File: src/rtl/sigmon_pattern_multi.sv
// sigmon_pattern_multi: passive AXI4-Stream monitor that extracts a byte
// field from a chosen beat of each packet and raises match/sample events.
module sigmon_pattern_multi #(
  parameter  int DATA_BYTES = 32,
  parameter  int PAT_BYTES  = 6,
  parameter  int LINE_W     = 3,
  localparam int OFF_W      = $clog2(DATA_BYTES),
  localparam int DW         = DATA_BYTES * 8,
  localparam int PW         = PAT_BYTES * 8
) (
  input  logic                 clk,
  input  logic                 reset_n,
  input  logic                 stream_vld,
  input  logic                 stream_rdy,
  input  logic                 stream_last,
  input  logic [DW-1:0]        stream_data,
  input  logic                 pattern_enable,
  input  logic                 pattern_disable,
  input  logic [1:0]           pattern_mode,
  input  logic [OFF_W-1:0]     pattern_offset,
  input  logic [LINE_W-1:0]    pattern_line,
  input  logic [PAT_BYTES-1:0] pattern_mask,
  input  logic [PW-1:0]        pattern_lo,
  input  logic [PW-1:0]        pattern_hi,
  input  logic [15:0]          threshold,
  input  logic                 clear_counters,
  output logic                 match_event_out,
  output logic                 sample_event_out,
  output logic [PW-1:0]        sample_data_out,
  output logic [31:0]          hit_count,
  output logic [31:0]          pkt_count,
  output logic                 active_out
);

  localparam logic [1:0] M_EQ  = 2'd0;
  localparam logic [1:0] M_SMP = 2'd1;
  localparam logic [1:0] M_RNG = 2'd2;
  localparam logic [LINE_W-1:0] IDX_MAX = '1;

  typedef enum logic [1:0] {S_IDLE, S_ARMED, S_IN_PKT} state_t;

  state_t state, state_nx;

  logic en_q, dis_q, en_rise, dis_rise;
  logic beat, sop, mon, pkt_end;
  logic [LINE_W-1:0] beat_cnt, cur_idx;

  assign en_rise  = pattern_enable & ~en_q;
  assign dis_rise = pattern_disable & ~dis_q;
  assign beat     = stream_vld & stream_rdy;
  assign cur_idx  = sop ? '0 : beat_cnt;

  always_ff @(posedge clk or negedge reset_n) begin
    if (!reset_n) begin
      en_q  <= 1'b0;
      dis_q <= 1'b0;
    end else begin
      en_q  <= pattern_enable;
      dis_q <= pattern_disable;
    end
  end

  // Packet boundaries are followed even while idle so arming
  // always lines up with a genuine start of packet.
  always_ff @(posedge clk or negedge reset_n) begin
    if (!reset_n) begin
      sop      <= 1'b1;
      beat_cnt <= '0;
    end else if (beat) begin
      sop <= stream_last;
      if (stream_last)
        beat_cnt <= '0;
      else if (cur_idx != IDX_MAX)
        beat_cnt <= cur_idx + 1'b1;
      else
        beat_cnt <= cur_idx;
    end
  end

  always_ff @(posedge clk or negedge reset_n) begin
    if (!reset_n) state <= S_IDLE;
    else          state <= state_nx;
  end

  always_comb begin
    state_nx = state;
    if (dis_rise) begin
      state_nx = S_IDLE;
    end else begin
      unique case (state)
        S_IDLE:
          if (en_rise) state_nx = S_ARMED;
        S_ARMED:
          if (beat && sop && !stream_last)
            state_nx = S_IN_PKT;
        S_IN_PKT:
          if (beat && stream_last)
            state_nx = S_ARMED;
        default: state_nx = S_IDLE;
      endcase
    end
  end

  always_comb begin
    active_out = (state == S_ARMED) ||
                 (state == S_IN_PKT);
  end

  assign mon = beat & ~dis_rise &
               (((state == S_ARMED) & sop) |
                (state == S_IN_PKT));
  assign pkt_end = mon & stream_last;

  // fld_a: in-beat bytes, fld_b: bytes spilling into the next beat
  logic [PW-1:0] fld_a, fld_b, fld_a5;
  logic          spill;

  always_comb begin
    fld_a  = '0;
    fld_b  = '0;
    fld_a5 = '0;
    spill  = 1'b0;
    for (int k = 0; k < PAT_BYTES; k++) begin
      if (int'(pattern_offset) + k < DATA_BYTES) begin
        fld_a[PW-1-8*k -: 8] =
          stream_data[DW-1-8*(int'(pattern_offset)+k) -: 8];
        fld_a5[PW-1-8*k -: 8] = fld_a[PW-1-8*k -: 8];
      end else begin
        spill = 1'b1;
        fld_b[PW-1-8*k -: 8] = stream_data[
          DW-1-8*(int'(pattern_offset)+k-DATA_BYTES) -: 8];
        fld_a5[PW-1-8*k -: 8] = 8'hA5;
      end
    end
  end

  logic          tgt_done, pend, hit_q;
  logic [PW-1:0] part_q, fld_q;
  logic          is_tgt, is_fill, cmpl, cond;
  logic [PW-1:0] fld_now, keep, mf, ml, mh;

  assign is_tgt  = mon & ~tgt_done &
                   (cur_idx == pattern_line);
  assign is_fill = mon & pend;

  always_comb begin
    cmpl    = 1'b0;
    fld_now = fld_a;
    unique case (1'b1)
      is_fill: begin
        cmpl    = 1'b1;
        fld_now = part_q | fld_b;
      end
      is_tgt && !spill: begin
        cmpl    = 1'b1;
        fld_now = fld_a;
      end
      is_tgt && spill && stream_last: begin
        cmpl    = 1'b1;
        fld_now = fld_a5;
      end
      default: ;
    endcase
  end

  always_comb begin
    keep = '0;
    for (int k = 0; k < PAT_BYTES; k++)
      keep[PW-1-8*k -: 8] = {8{~pattern_mask[k]}};
  end

  assign mf = fld_now & keep;
  assign ml = pattern_lo & keep;
  assign mh = pattern_hi & keep;

  always_comb begin
    cond = 1'b0;
    unique case (pattern_mode)
      M_EQ:    cond = (mf == ml);
      M_SMP:   cond = 1'b1;
      M_RNG:   cond = (mf >= ml) && (mf <= mh);
      default: cond = (mf != ml);
    endcase
  end

  always_ff @(posedge clk or negedge reset_n) begin
    if (!reset_n) begin
      tgt_done <= 1'b0;
      pend     <= 1'b0;
      hit_q    <= 1'b0;
      part_q   <= '0;
      fld_q    <= '0;
    end else if (dis_rise || pkt_end) begin
      tgt_done <= 1'b0;
      pend     <= 1'b0;
      hit_q    <= 1'b0;
    end else begin
      if (is_tgt) begin
        tgt_done <= 1'b1;
        pend     <= spill;
        part_q   <= fld_a;
      end
      if (is_fill) pend <= 1'b0;
      if (cmpl) begin
        hit_q <= cond;
        fld_q <= fld_now;
      end
    end
  end

  logic          res_hit;
  logic [PW-1:0] res_fld;
  logic [15:0]   dec_cnt, thr_q, thr_eff;
  logic          is_smp;

  assign res_hit = hit_q | (cmpl & cond);
  assign res_fld = cmpl ? fld_now : fld_q;
  assign thr_eff = (threshold == 16'd0) ? 16'd1 : threshold;
  assign is_smp  = (pattern_mode == M_SMP);

  always_ff @(posedge clk or negedge reset_n) begin
    if (!reset_n) begin
      match_event_out  <= 1'b0;
      sample_event_out <= 1'b0;
      sample_data_out  <= '0;
      dec_cnt          <= '0;
      thr_q            <= '0;
    end else begin
      match_event_out  <= 1'b0;
      sample_event_out <= 1'b0;
      thr_q            <= threshold;
      if (threshold != thr_q) begin
        dec_cnt <= '0;
      end else if (pkt_end && res_hit && !is_smp) begin
        if (dec_cnt + 16'd1 >= thr_eff) begin
          match_event_out <= 1'b1;
          dec_cnt         <= '0;
        end else begin
          dec_cnt <= dec_cnt + 16'd1;
        end
      end
      if (pkt_end && res_hit && is_smp) begin
        sample_event_out <= 1'b1;
        sample_data_out  <= res_fld;
      end
    end
  end

  always_ff @(posedge clk or negedge reset_n) begin
    if (!reset_n) begin
      hit_count <= '0;
      pkt_count <= '0;
    end else if (clear_counters) begin
      hit_count <= '0;
      pkt_count <= '0;
    end else if (pkt_end) begin
      if (pkt_count != '1)
        pkt_count <= pkt_count + 32'd1;
      if (res_hit && hit_count != '1)
        hit_count <= hit_count + 32'd1;
    end
  end

endmodule

File: config.mk
export PLATFORM = sky130hd
export DESIGN_NAME = sigmon_pattern_multi
export DESIGN_NICKNAME = d
export VERILOG_FILES = /design/src/rtl/sigmon_pattern_multi.sv
export SDC_FILE = /design/constraint.sdc
export NUM_CORES = 1
export LEC_CHECK = 0
export BUFFER_PORTS_ARGS = -buffer_cell sky130_fd_sc_hd__buf_2
export CORE_MARGIN = 4
export CORE_UTILIZATION = 35
export CTS_CLUSTER_DIAMETER = 120
export CTS_CLUSTER_SIZE = 40
export DETAILED_ROUTE_END_ITERATION = 10
export HOLD_SLACK_MARGIN = 0.12
export PLACE_DENSITY = 0.57
export RECOVER_POWER = 25
export SLEW_MARGIN = 20
export SYNTH_ARGS = -nofsm -noshare
export SYNTH_HDL_FRONTEND = slang
export SYNTH_SLANG_ARGS = --single-unit
File: constraint.sdc
create_clock -name clk -period 5.3 [get_ports clk]
set_clock_uncertainty 0.2 [all_clocks]
set_input_delay 0.265 -clock clk [delete_from_list [all_inputs] [get_ports clk]]
set_output_delay 0.265 -clock clk [all_outputs]
set_load 0.02 [all_outputs]
==> results.cfg <==
[floorplan]
dieHeight_um = 278
ios = 507
die_width_um = 278
rows = 98
start_util_pct = 35.5
die_area_mm2 = 0.0775
coreArea_mm2 = 0.0720

[detailed_routing]
met1_length_mm = 42.7
firstDrtPassIters = 5
antenna_left = 0
dr_wl_met3_mm = 7.31
routedWlPerCell_um = 22.9
drt_wl_total_mm = 104
drcViolationCount = 0
drt_iter0_markers = 2149
routed.top_layer = met5
routed_via_density = 5.69
met2RoutedLength_mm = 50.2
num_vias = 25900

[setup_path]
crit_type = in2reg
reg2reg_depth = 29
arrival_ns = 5.96
rr_endpoint = sample_data_out[18]
startpoint_type = primary input
path_common_cell = buf_12
setup.worst_path.end_class = register
cp_slowest_stage_delay_ns = 0.52
rrSetupSlack_ns = -0.34
path_max_fanout = 5
cpMaxStageDelayCell = mux4_2
critPathRequiredTime_ns = 5.52
timing.rr.start = state[1]

[timing]
relSlewSlack_pct = -92.4
fmaxAchievable_mhz = 174
fin_crit_ns = 5.73
worst_pin_slew_ns = 2.89
setup-tns-final_ns = -32.73
hold_viol = 0
period_share_pct = 108
drv_slew = 54
rsz0062_at_grt = true
hold-worst-slack_ns = 0.177
setup_viol = 99
timing.final.ws_setup_ns = -0.432

[power_and_ir_drop]
intPower_w = 0.00456
p_leak_nw = 16.5
p_sw_w = 0.00276
clkPwrFrac_pct = 15.3
ir_worst_vdd_uv = 197
sw_frac_of_total_pct = 37.7
sequentialPowerShare_pct = 31.0
pwr-share-comb_pct = 53.6
power.density_mw_per_mm2 = 203

[layout]
nets = 4100
drive_above_1_share_pct = 45.8
syn2layout_area_growth_pct = 41.1
final_cells = 4541

[global_routing]
grt_max_degree = 139
grt_first_pass_wirelength_mm = 156
track_usage_pct = 25.6
grt_pass1_vias = 25700
grt_overflow = 0
antenna_found_initial = 10

[synthesis]
synth_edf_count = 0
syn_area_mm2 = 0.0256
synth.distinct_cells = 77
async_reset_ff_share_pct = 100
avgSynthCellArea_um2 = 9.91
synthesis.nets = 3097
synth_cells = 2580
yosysWarnings = 0
ys_seq_area_share_pct = 24.8
synthFlopType = dfrtp_1
ys_ff_latch = 253

[run_status]
outcome = finished with violations
violations = max-capacitance violations, max-slew violations, negative setup slack

[worst_hold_path]
hp-start = clear_counters
min_path_type = in2reg
hold-path-cell-count = 3
holdPathEnd = pkt_count[17]

[placed_design]
gp_congestion = 0.949
io_buffers = 506
placed_cells = 4395
pre_cts_ws_ns = -1.34
place_hpwl_mm = 82.2

[cts]
cts_sinks = 253
cts_tree = yes
cts.clk_slew.worst_paths_ns = 0.15
insertion_delay_ns = 0.52
clock_path_buffers = 3
numCtsBuffers = 11
cts-root-buf = clkbuf_16
cts_max_level = 1

[job]
maxCapViolCount = 1
[worst max-delay path by stage]
stage                 startpoint                   to
6_report       pattern_offset[0]  sample_data_out[18]
5_1_grt        pattern_offset[0]         hit_count[1]
4_1_cts        pattern_offset[0]  sample_data_out[18]
3_5_place_dp   pattern_offset[1]         hit_count[1]
3_3_place_gp   pattern_offset[1]         hit_count[1]
2_1_floorplan  pattern_offset[1]  sample_data_out[15]
[critical path, delay by kind of cell]
kind,cells,cell delay (ns)
simple gates,8,1.48
mux,4,1.51
compound gates,6,0.92
fa+ha+maj,2,0.63
buf+inv,9,1.12
[flip-flops by register name, indices dropped and copies added (netlist names)]
register          cells
tgt_done              1
en_q                  1
hit_count            32
part_q               48
pkt_count            32
dec_cnt              16
dis_q                 1
match_event_out       1
sample_data_out      48
hit_q                 1
sop                   1
sample_event_out      1
state                 2
fld_q                48
thr_q                16
beat_cnt              3
pend                  1
[what timing repair did]
action                                 4_1_cts  5_1_grt
pin swaps                                   85       50
setup buffers                               57       41
gates cloned                                11        2
gates resized for setup                    175      125
setup endpoints to repair                   99       99
endpoints found under the hold margin      157        0
hold buffers                                23        0
[logic make-up (layout without fill, tap and decap cells)]
group                    after synthesis  count (layout)  synth area share (%)
AND/OR/NAND/NOR                      877             878                  16.4
AO/OA/AOI/OAI                        526             526                  12.3
buffers and inverters                268            1273                  4.14
multiplexers                         455             455                  33.7
other                                  0               5                     0
XOR/XNOR                              76              76                  2.60
adder cells (fa/ha/maj)              125             125                  6.11
flip-flops                           253             253                  24.8
[Yosys cell counts, types with 11 or more instances]
library cell  count  area (um2)
o22ai_1          19         119
o21ai_0         170         851
dfrtp_1         252        6310
or3_1            33         206
and4_1           12         105
nand2_1         328        1230
nor2_1          178         668
nand4_1          40         250
nor2b_1          38         238
o21bai_1         12        90.1
a21oi_1         156         781
buf_1            36         135
a211oi_1         15         113
clkbuf_1        135         507
o21a_1           12        90.1
xor2_1           52         455
nand2b_1         89         557
xnor2_1          24         210
inv_1            79         297
nand3_1          56         280
mux2_2           25         282
a22oi_1          19         143
mux4_2          322        7250
nor3_1           33         165
and3_1           21         131
ha_1            125        1560
and2_1           11        68.8
o21ai_1          13        65.1
a21o_1           35         263
mux2i_1         102        1020
[stage by stage]
step                util (%)  power, W  cell area [um2]
detailed placement      46.2   0.00579            33300
floorplan                  -   0.00416            26000
finish                  50.1   0.00731            36100
global route            50.1   0.00775            36100
global placement        46.2   0.00574            33300
CTS                     49.1   0.00720            35300
[cells in the final DEF, fill, tap and decap left out, types with 71 or more instances in the layout]
cell type and instances:
a21oi_1 131, buf_2 434, buf_4 538, clkbuf_1 71
dfrtp_1 250, ha_1 106, inv_1 74, mux2i_1 92
mux4_2 322, nand2_1 319, nand2b_1 86, nor2_1 156
o21ai_0 141
[final cells by class]
cell class              count  area [um2]
fillers                  6601       35900
repair buffers           1174        8500
inverters                  83         337
flip-flops and latches    253        6330
clock buffers              11         275
well taps                 950        1190
clock inverters             5        75.1
diodes                      5        12.5
multi-input cells        2060       19400
[power by group through the flow]
| stage | logic (W) | registers [W] | clock network, W |
|---|---|---|---|
| final | 0.00392 | 0.00227 | 0.00112 |
| after global routing | 0.00422 | 0.00230 | 0.00123 |
| after CTS | 0.00376 | 0.00226 | 0.00117 |
| after detailed placement | 0.00349 | 0.00230 | 0 |
| after global placement | 0.00346 | 0.00229 | 0 |
| after floorplan | 0.00189 | 0.00228 | 0 |
[routing by layer]
metal / vias to the layer above / GRT usage, %
li1: 11800 / -
met1: 12700 / 34.6
met3: 195 / 3.65
met5: - / 0.122
met4: 4 / 6.51
met2: 1160 / 43.6
Note: power is estimated with default switching activity, not from simulation.
